**config.mk**
```make
export PLATFORM = sky130hd
export DESIGN_NAME = alu_issue_ctrl_flat
export DESIGN_NICKNAME = d
export VERILOG_FILES = /design/src/rtl/alu_issue_ctrl_if.sv /design/src/rtl/alu_issue_ctrl.sv /design/src/flat_wrapper.sv
export SDC_FILE = /design/constraint.sdc
export NUM_CORES = 1
export LEC_CHECK = 0
export ABC_AREA = 1
export CORE_MARGIN = 1.5
export CORE_UTILIZATION = 43
export CTS_CLUSTER_SIZE = 12
export DETAILED_ROUTE_END_ITERATION = 6
export GPL_TIMING_DRIVEN = 0
export HOLD_SLACK_MARGIN = 0.08
export PLACE_DENSITY = 0.8
export REMOVE_ABC_BUFFERS = 1
export SYNTH_ARGS = -nofsm -noshare
export SYNTH_HDL_FRONTEND = slang
export SYNTH_SLANG_ARGS = --single-unit
```
**constraint.sdc**
```tcl
create_clock -name clk -period 1.3 [get_ports clk]
set_input_delay 0.26 -clock clk [delete_from_list [all_inputs] [get_ports clk]]
set_output_delay 0.26 -clock clk [all_outputs]
set_load 0.03 [all_outputs]
```
**src/rtl/alu_issue_ctrl_if.sv**
```systemverilog
// rtl/alu_issue_ctrl_if.sv - request, register-file, ALU and writeback bus of the ALU issue controller
interface alu_issue_ctrl_if #(
  parameter int WIDTH = 16,
  parameter int AW    = 4
) ();
  // decode-side request
  logic             req_valid;
  logic             req_ready;
  logic [2:0]       req_op;
  logic [AW-1:0]    req_rd;
  logic [AW-1:0]    req_rs;
  logic [AW-1:0]    req_rt;
  logic             req_imm_sel;
  logic [WIDTH-1:0] req_imm;
  // register-file read port
  logic             rf_re;
  logic [AW-1:0]    rf_ra0;
  logic [AW-1:0]    rf_ra1;
  logic [WIDTH-1:0] rf_rd0;
  logic [WIDTH-1:0] rf_rd1;
  // ALU
  logic [WIDTH-1:0] alu_a;
  logic [WIDTH-1:0] alu_b;
  logic [2:0]       alu_op;
  logic [WIDTH-1:0] alu_r;
  logic             alu_zero;
  logic             alu_ovfl;
  // register-file write port
  logic             wb_valid;
  logic             wb_ready;
  logic [AW-1:0]    wb_addr;
  logic [WIDTH-1:0] wb_data;
  // status
  logic             flag_z;
  logic             flag_v;
  logic             busy;

  // controller side
  modport master (
    input  req_valid, req_op, req_rd, req_rs, req_rt, req_imm_sel, req_imm,
    input  rf_rd0, rf_rd1, alu_r, alu_zero, alu_ovfl, wb_ready,
    output req_ready, rf_re, rf_ra0, rf_ra1, alu_a, alu_b, alu_op,
    output wb_valid, wb_addr, wb_data, flag_z, flag_v, busy
  );

  // decode / register file / ALU side
  modport slave (
    output req_valid, req_op, req_rd, req_rs, req_rt, req_imm_sel, req_imm,
    output rf_rd0, rf_rd1, alu_r, alu_zero, alu_ovfl, wb_ready,
    input  req_ready, rf_re, rf_ra0, rf_ra1, alu_a, alu_b, alu_op,
    input  wb_valid, wb_addr, wb_data, flag_z, flag_v, busy
  );
endinterface

```
**src/rtl/alu_issue_ctrl.sv**
```systemverilog
// rtl/alu_issue_ctrl.sv - multi-cycle issue/writeback controller driving a combinational ALU
module alu_issue_ctrl #(
  parameter int WIDTH = 16,
  parameter int AW    = 4
) (
  input  logic             clk,
  input  logic             rst_n,
  alu_issue_ctrl_if.master bus
);

  typedef enum logic [2:0] {
    S_IDLE = 3'd0,
    S_READ = 3'd1,
    S_OPND = 3'd2,
    S_EXEC = 3'd3,
    S_WB   = 3'd4
  } state_t;

  state_t           r_state;
  state_t           w_next;
  logic             w_req_ready;
  logic             w_rf_re;
  logic             w_wb_valid;
  logic             w_accept;

  logic [2:0]       r_op;
  logic [AW-1:0]    r_rd;
  logic             r_imm_sel;
  logic [WIDTH-1:0] r_imm;
  logic [AW-1:0]    r_ra0;
  logic [AW-1:0]    r_ra1;
  logic [WIDTH-1:0] r_alu_a;
  logic [WIDTH-1:0] r_alu_b;
  logic [2:0]       r_alu_op;
  logic [AW-1:0]    r_wb_addr;
  logic [WIDTH-1:0] r_wb_data;
  logic             r_flag_z;
  logic             r_flag_v;

  // State register; reset aborts any in-flight instruction immediately
  always_ff @(posedge clk or negedge rst_n) begin
    if (!rst_n) begin
      r_state <= S_IDLE;
    end else begin
      r_state <= w_next;
    end
  end

  // Next-state and per-state strobes; req_ready depends on state only
  always_comb begin
    w_next      = r_state;
    w_req_ready = 1'b0;
    w_rf_re     = 1'b0;
    w_wb_valid  = 1'b0;
    case (r_state)
      S_IDLE: begin
        w_req_ready = 1'b1;
        if (bus.req_valid) begin
          w_next = S_READ;
        end
      end
      S_READ: begin
        w_rf_re = 1'b1;
        w_next  = S_OPND;
      end
      S_OPND: begin
        w_next = S_EXEC;
      end
      S_EXEC: begin
        // register 0 is never written, so skip the writeback entirely
        w_next = (r_rd == '0) ? S_IDLE : S_WB;
      end
      S_WB: begin
        w_wb_valid = 1'b1;
        if (bus.wb_ready) begin
          w_next = S_IDLE;
        end
      end
      default: begin
        w_next = S_IDLE;
      end
    endcase
  end

  assign w_accept = w_req_ready & bus.req_valid;

  // Capture the request; read addresses are presented from READ onward and then held
  always_ff @(posedge clk or negedge rst_n) begin
    if (!rst_n) begin
      r_op      <= '0;
      r_rd      <= '0;
      r_imm_sel <= 1'b0;
      r_imm     <= '0;
      r_ra0     <= '0;
      r_ra1     <= '0;
    end else if (w_accept) begin
      r_op      <= bus.req_op;
      r_rd      <= bus.req_rd;
      r_imm_sel <= bus.req_imm_sel;
      r_imm     <= bus.req_imm;
      r_ra0     <= bus.req_rs;
      r_ra1     <= bus.req_rt;
    end
  end

  // Load ALU operands in OPND; they stay put until the next instruction's OPND
  always_ff @(posedge clk or negedge rst_n) begin
    if (!rst_n) begin
      r_alu_a  <= '0;
      r_alu_b  <= '0;
      r_alu_op <= '0;
    end else if (r_state == S_OPND) begin
      r_alu_a  <= bus.rf_rd0;
      r_alu_b  <= r_imm_sel ? r_imm : bus.rf_rd1;
      r_alu_op <= r_op;
    end
  end

  // Capture result and flags in EXEC; wb_addr only moves when a writeback will follow
  always_ff @(posedge clk or negedge rst_n) begin
    if (!rst_n) begin
      r_wb_data <= '0;
      r_wb_addr <= '0;
      r_flag_z  <= 1'b0;
      r_flag_v  <= 1'b0;
    end else if (r_state == S_EXEC) begin
      r_wb_data <= bus.alu_r;
      r_flag_z  <= bus.alu_zero;
      r_flag_v  <= bus.alu_ovfl;
      if (r_rd != '0) begin
        r_wb_addr <= r_rd;
      end
    end
  end

  assign bus.req_ready = w_req_ready;
  assign bus.rf_re     = w_rf_re;
  assign bus.rf_ra0    = r_ra0;
  assign bus.rf_ra1    = r_ra1;
  assign bus.alu_a     = r_alu_a;
  assign bus.alu_b     = r_alu_b;
  assign bus.alu_op    = r_alu_op;
  assign bus.wb_valid  = w_wb_valid;
  assign bus.wb_addr   = r_wb_addr;
  assign bus.wb_data   = r_wb_data;
  assign bus.flag_z    = r_flag_z;
  assign bus.flag_v    = r_flag_v;
  assign bus.busy      = (r_state != S_IDLE);

endmodule
```
**src/flat_wrapper.sv**
```systemverilog
// flat-port wrapper written by rule: the top's interface ports become plain ports
module alu_issue_ctrl_flat 
#(
  parameter int WIDTH = 16,
  parameter int AW    = 4
)
  (clk, rst_n, bus_req_valid, bus_req_op, bus_req_rd, bus_req_rs, bus_req_rt, bus_req_imm_sel, bus_req_imm, bus_rf_rd0, bus_rf_rd1, bus_alu_r, bus_alu_zero, bus_alu_ovfl, bus_wb_ready, bus_req_ready, bus_rf_re, bus_rf_ra0, bus_rf_ra1, bus_alu_a, bus_alu_b, bus_alu_op, bus_wb_valid, bus_wb_addr, bus_wb_data, bus_flag_z, bus_flag_v, bus_busy);
  alu_issue_ctrl_if #(.WIDTH(WIDTH), .AW(AW)) bus_i ();
  input  logic clk;
  input  logic rst_n;
  input wire logic [$bits(bus_i.req_valid)-1:0] bus_req_valid;
  input wire logic [$bits(bus_i.req_op)-1:0] bus_req_op;
  input wire logic [$bits(bus_i.req_rd)-1:0] bus_req_rd;
  input wire logic [$bits(bus_i.req_rs)-1:0] bus_req_rs;
  input wire logic [$bits(bus_i.req_rt)-1:0] bus_req_rt;
  input wire logic [$bits(bus_i.req_imm_sel)-1:0] bus_req_imm_sel;
  input wire logic [$bits(bus_i.req_imm)-1:0] bus_req_imm;
  input wire logic [$bits(bus_i.rf_rd0)-1:0] bus_rf_rd0;
  input wire logic [$bits(bus_i.rf_rd1)-1:0] bus_rf_rd1;
  input wire logic [$bits(bus_i.alu_r)-1:0] bus_alu_r;
  input wire logic [$bits(bus_i.alu_zero)-1:0] bus_alu_zero;
  input wire logic [$bits(bus_i.alu_ovfl)-1:0] bus_alu_ovfl;
  input wire logic [$bits(bus_i.wb_ready)-1:0] bus_wb_ready;
  output wire logic [$bits(bus_i.req_ready)-1:0] bus_req_ready;
  output wire logic [$bits(bus_i.rf_re)-1:0] bus_rf_re;
  output wire logic [$bits(bus_i.rf_ra0)-1:0] bus_rf_ra0;
  output wire logic [$bits(bus_i.rf_ra1)-1:0] bus_rf_ra1;
  output wire logic [$bits(bus_i.alu_a)-1:0] bus_alu_a;
  output wire logic [$bits(bus_i.alu_b)-1:0] bus_alu_b;
  output wire logic [$bits(bus_i.alu_op)-1:0] bus_alu_op;
  output wire logic [$bits(bus_i.wb_valid)-1:0] bus_wb_valid;
  output wire logic [$bits(bus_i.wb_addr)-1:0] bus_wb_addr;
  output wire logic [$bits(bus_i.wb_data)-1:0] bus_wb_data;
  output wire logic [$bits(bus_i.flag_z)-1:0] bus_flag_z;
  output wire logic [$bits(bus_i.flag_v)-1:0] bus_flag_v;
  output wire logic [$bits(bus_i.busy)-1:0] bus_busy;
  assign bus_i.req_valid = bus_req_valid;
  assign bus_i.req_op = bus_req_op;
  assign bus_i.req_rd = bus_req_rd;
  assign bus_i.req_rs = bus_req_rs;
  assign bus_i.req_rt = bus_req_rt;
  assign bus_i.req_imm_sel = bus_req_imm_sel;
  assign bus_i.req_imm = bus_req_imm;
  assign bus_i.rf_rd0 = bus_rf_rd0;
  assign bus_i.rf_rd1 = bus_rf_rd1;
  assign bus_i.alu_r = bus_alu_r;
  assign bus_i.alu_zero = bus_alu_zero;
  assign bus_i.alu_ovfl = bus_alu_ovfl;
  assign bus_i.wb_ready = bus_wb_ready;
  assign bus_req_ready = bus_i.req_ready;
  assign bus_rf_re = bus_i.rf_re;
  assign bus_rf_ra0 = bus_i.rf_ra0;
  assign bus_rf_ra1 = bus_i.rf_ra1;
  assign bus_alu_a = bus_i.alu_a;
  assign bus_alu_b = bus_i.alu_b;
  assign bus_alu_op = bus_i.alu_op;
  assign bus_wb_valid = bus_i.wb_valid;
  assign bus_wb_addr = bus_i.wb_addr;
  assign bus_wb_data = bus_i.wb_data;
  assign bus_flag_z = bus_i.flag_z;
  assign bus_flag_v = bus_i.flag_v;
  assign bus_busy = bus_i.busy;
  alu_issue_ctrl #(.WIDTH(WIDTH), .AW(AW)) u_core (.clk(clk), .rst_n(rst_n), .bus(bus_i));
endmodule
```
==> impl_results.md, run 1 <==
* Crit share post-route at 1.18
* Status: finished, violations left
* Sequential Area at 0.00231 mm^2
* Worst EP required at about 1.0 ns
* H-tree level count at 3
* Core area at 0.00868 mm^2
* Die ar. at between 0.009 and 0.01 mm^2
* CTS sink count at 92
* Sequential element share of the synthesized area at 0.600
* CTS Buf Count at 9
* Critical path startpoint: u_core.r_state[2]
* DR WL/cell at ~16 um
* RSZ-0062 raised after global routing: yes
* Synth top area cells: dfrtp_1 60%, nand2_1 25%, nand4_1 5.2%
* CP peak stage delay at 0.46 ns
* I/O pins at approximately 160
* First-pass GRT wire length at 17.8 mm
* Area grow syn2layout at 51.0%
* Total Power at 15.9 mW
* Yosys top cell by area: dfrtp_1
* Worst-Margin Slew at 0.933 ns
* Initial DRC count at 183
* CP Class: reg2out
* Synth Cell Area at 0.00384 mm^2
* Top Usage Layer GRT: met2
* Critical path fanouts, max at 4
* Die Height at 97.5 um
* Aggregate global routing overflow at 0
* Met1 usage at 0.298
* Final wirelength at 12.0 mm
* GRT Total Usage at 0.232
* FF+latch count, synth at 92
* Layout cells sized above 1 at 0.245
* VDD IR max at approximately 0.0014 V
* Initial Utilization at 0.442
* CTS root buf: clkbuf_8
* Post-DRT Antenna Nets at 0
* Fill count at 736
* # rows at 34
* Via Count at 3761
* Relative slew slack at 0.378
* Crit. End Element: output pin
* Fin Hold WS at 0.404 ns
* Placed cell count at roughly 700
* Min-delay worst type: in2async
* Antenna violations before repair at 0
* Maxcap violations at 0
* Clk buf depth at 2
* Max Slew Vio Count at 0
* DR vias/cell at around 5.1
* Area of the multi-input gates at roughly 0.0016 mm^2
* R2R setup slack at -0.10 ns
* Final Hold Vio Count at 0
* Yosys top cell area share at 0.600
* Final setup skew at ~0.014 ns
* Syn Area/Cell at 8.38 um^2
* Post-synth cell types at 14
* # diodes at 0
* Reg2reg path depth at 6
* Clock transition at path regs at 0.10 ns
* Worst path arrival time at roughly 1.3 ns
* Finished Layout Cells at 741
* Yosys warnings at 0
* Leakage at 3.02 nW
* Final min period at 1.53 ns
* CP max stage cell: dfrtp_2
* Setup ws final at -0.230 ns
* Capture point of the worst path: bus_rf_re
* Startpoint class of the critical path: flop
* Reg2Reg Launch Point: u_core.r_state[1]
* I/O Buffers at 154
* Failing checks: setup timing
* Final nets at between 700 and 800
* Largest net degree at the start of global routing at between 60 and 70
* Critical path cell sequence: inv_1 -> nand2_1 -> nor2_1 -> buf_4
* Mapped Cells at about 460
* # setup viols final at 73
* Met2 usage at 0.401
* Setup WS pre-CTS at -1.94 ns
* Vias in the first global route at around 3600
* DRC Markers at 0
* Drt pass-1 iters at 4
* Die width at ~98 um
* Skew-Pair Late Insertion Delay at around 0.36 ns
* CTS tree: yes
* Routability cong. at 0.784
* Met3 usage at 0.0345
* Reg2reg end: u_core.r_imm[8]
* PwrDens at 2740 mW/mm^2
* Post-DP HPWL at approximately 6.4 mm
* Max Clk Rate at between 600 and 700 MHz
## cells in the final DEF, fill, tap and decap left out, drive strengths merged
master | synthesis | final
nand2 | 254 | 258
inv | 25 | 26
dlygate4sd3 | 0 | 1
buf | 16 | 86
clkinvlp | 0 | 2
clkdlybuf4s50 | 0 | 83
dfrtp | 92 | 92
clkinv | 0 | 4
clkbuf | 10 | 13
nor2 | 6 | 8
o21ai | 18 | 18
nand4 | 32 | 32
o211ai | 1 | 1
clkdlybuf4s15 | 0 | 2
nand3 | 4 | 7
## kinds of logic (layout without fill, tap and decap cells)
| group | count (synthesis) | count (layout) | share of synthesized area |
|---|---|---|---|
| and+or+nand+nor | 296 | 305 | 0.317 |
| AOI/OAI and AO/OA | 19 | 19 | 0.0254 |
| DFF | 92 | 92 | 0.600 |
| buffers and inverters | 51 | 217 | 0.0577 |
## per-layer routing
| metal | vias to the layer above | part of all wire |
|---|---|---|
| met5 | - | 0 |
| met4 | 0 | 0.022 |
| met3 | 22 | 0.064 |
| met2 | 156 | 0.50 |
| met1 | 1802 | 0.41 |
| li1 | 1781 | - |
## critical path, delay by kind of cell, from the launching register on
family | cells | cell delay [ns]
buffers and inverters | 2 | 0.27
and+or+nand+nor | 2 | 0.19
DFF | 1 | 0.46
## per-stage QoR
stage / area [um^2] / TNS [ns] / util
after floorplan: 3710 / -38.96 / -
after global placement: 5390 / -419.60 / 0.621
after detailed placement: 5410 / -114.09 / 0.624
after CTS: 5730 / -9.55 / 0.660
after global routing: 5800 / -9.05 / 0.668
final: 5800 / -4.06 / 0.668
## timing repair
action / in CTS / in global routing
setup buffers: 8 / 9
resized for setup: 290 / 126
setup endpoints to repair: 161 / 137
hold endpoints to repair: 31 / 0
hold buffers: 1 / 0
pin swaps: 5 / 8
cloned: 5 / 8
## where the power goes
part           total [mW]  switching (mW)  internal, mW
clock network        1.83            1.02         0.812
registers            5.21           0.956          4.25
logic                8.83            5.87          2.95
total                15.9            7.85          8.02
## synth_stat cells
library cell,count
o21ai_0,18
nor2_4,2
clkbuf_1,10
nand2_4,1
buf_2,12
dfrtp_1,92
o211ai_1,1
nand4_1,32
inv_1,22
nand3_1,4
inv_2,3
buf_4,4
nand2_1,253
nor2_1,4
## flip-flops by register name (all words and copies together) (netlist names)
signal and flops:
u_core.bus.flag_v 1, u_core.r_imm 16, u_core.bus.flag_z 1, u_core.bus.rf_ra0 4, u_core.r_rd 4, u_core.r_imm_sel 1, u_core.bus.alu_a 16, u_core.bus.alu_op 3
u_core.bus.wb_data 16, u_core.bus.wb_addr 4, u_core.bus.alu_b 16, u_core.bus.rf_ra1 4, u_core.r_op 3, u_core.r_state 3
## how the worst min path moves through the flow
stage                    start                endpoint  slack, ns  cells past startpoint
2_1_floorplan            rst_n     u_core.bus.alu_a[0]      -0.04                      0
3_5_place_dp             rst_n     u_core.bus.alu_a[4]       0.23                      1
6_report                 rst_n     u_core.bus.alu_a[4]       0.40                      2
4_1_cts                  rst_n     u_core.bus.alu_a[4]       0.38                      2
5_1_grt          bus_alu_r[10]  u_core.bus.wb_data[10]       0.43                      3
3_3_place_gp   u_core.r_imm[4]         u_core.r_imm[4]       0.45                      2
## area by class of cell
cell class              count  share of cell area
clock buffers              12              0.0268
inverters                  25              0.0224
repair inverters            3             0.00669
clock inverters             4             0.00561
repair buffers            173               0.249
multi-input cells         324               0.268
well taps                 108              0.0233
flip-flops and latches     92               0.398
Power figures use the tool's default switching activity.
==> run 2: changes to the inputs <==
--- a/config.mk
+++ b/config.mk
@@ -8,6 +8,7 @@
 export ABC_AREA = 1
 export CORE_MARGIN = 1.5
 export CORE_UTILIZATION = 43
+export CTS_CLUSTER_DIAMETER = 60
 export CTS_CLUSTER_SIZE = 12
 export DETAILED_ROUTE_END_ITERATION = 6
 export GPL_TIMING_DRIVEN = 0
==> results of run 2 <==
Final layout, timing and power as in run 1 (identical DEF).
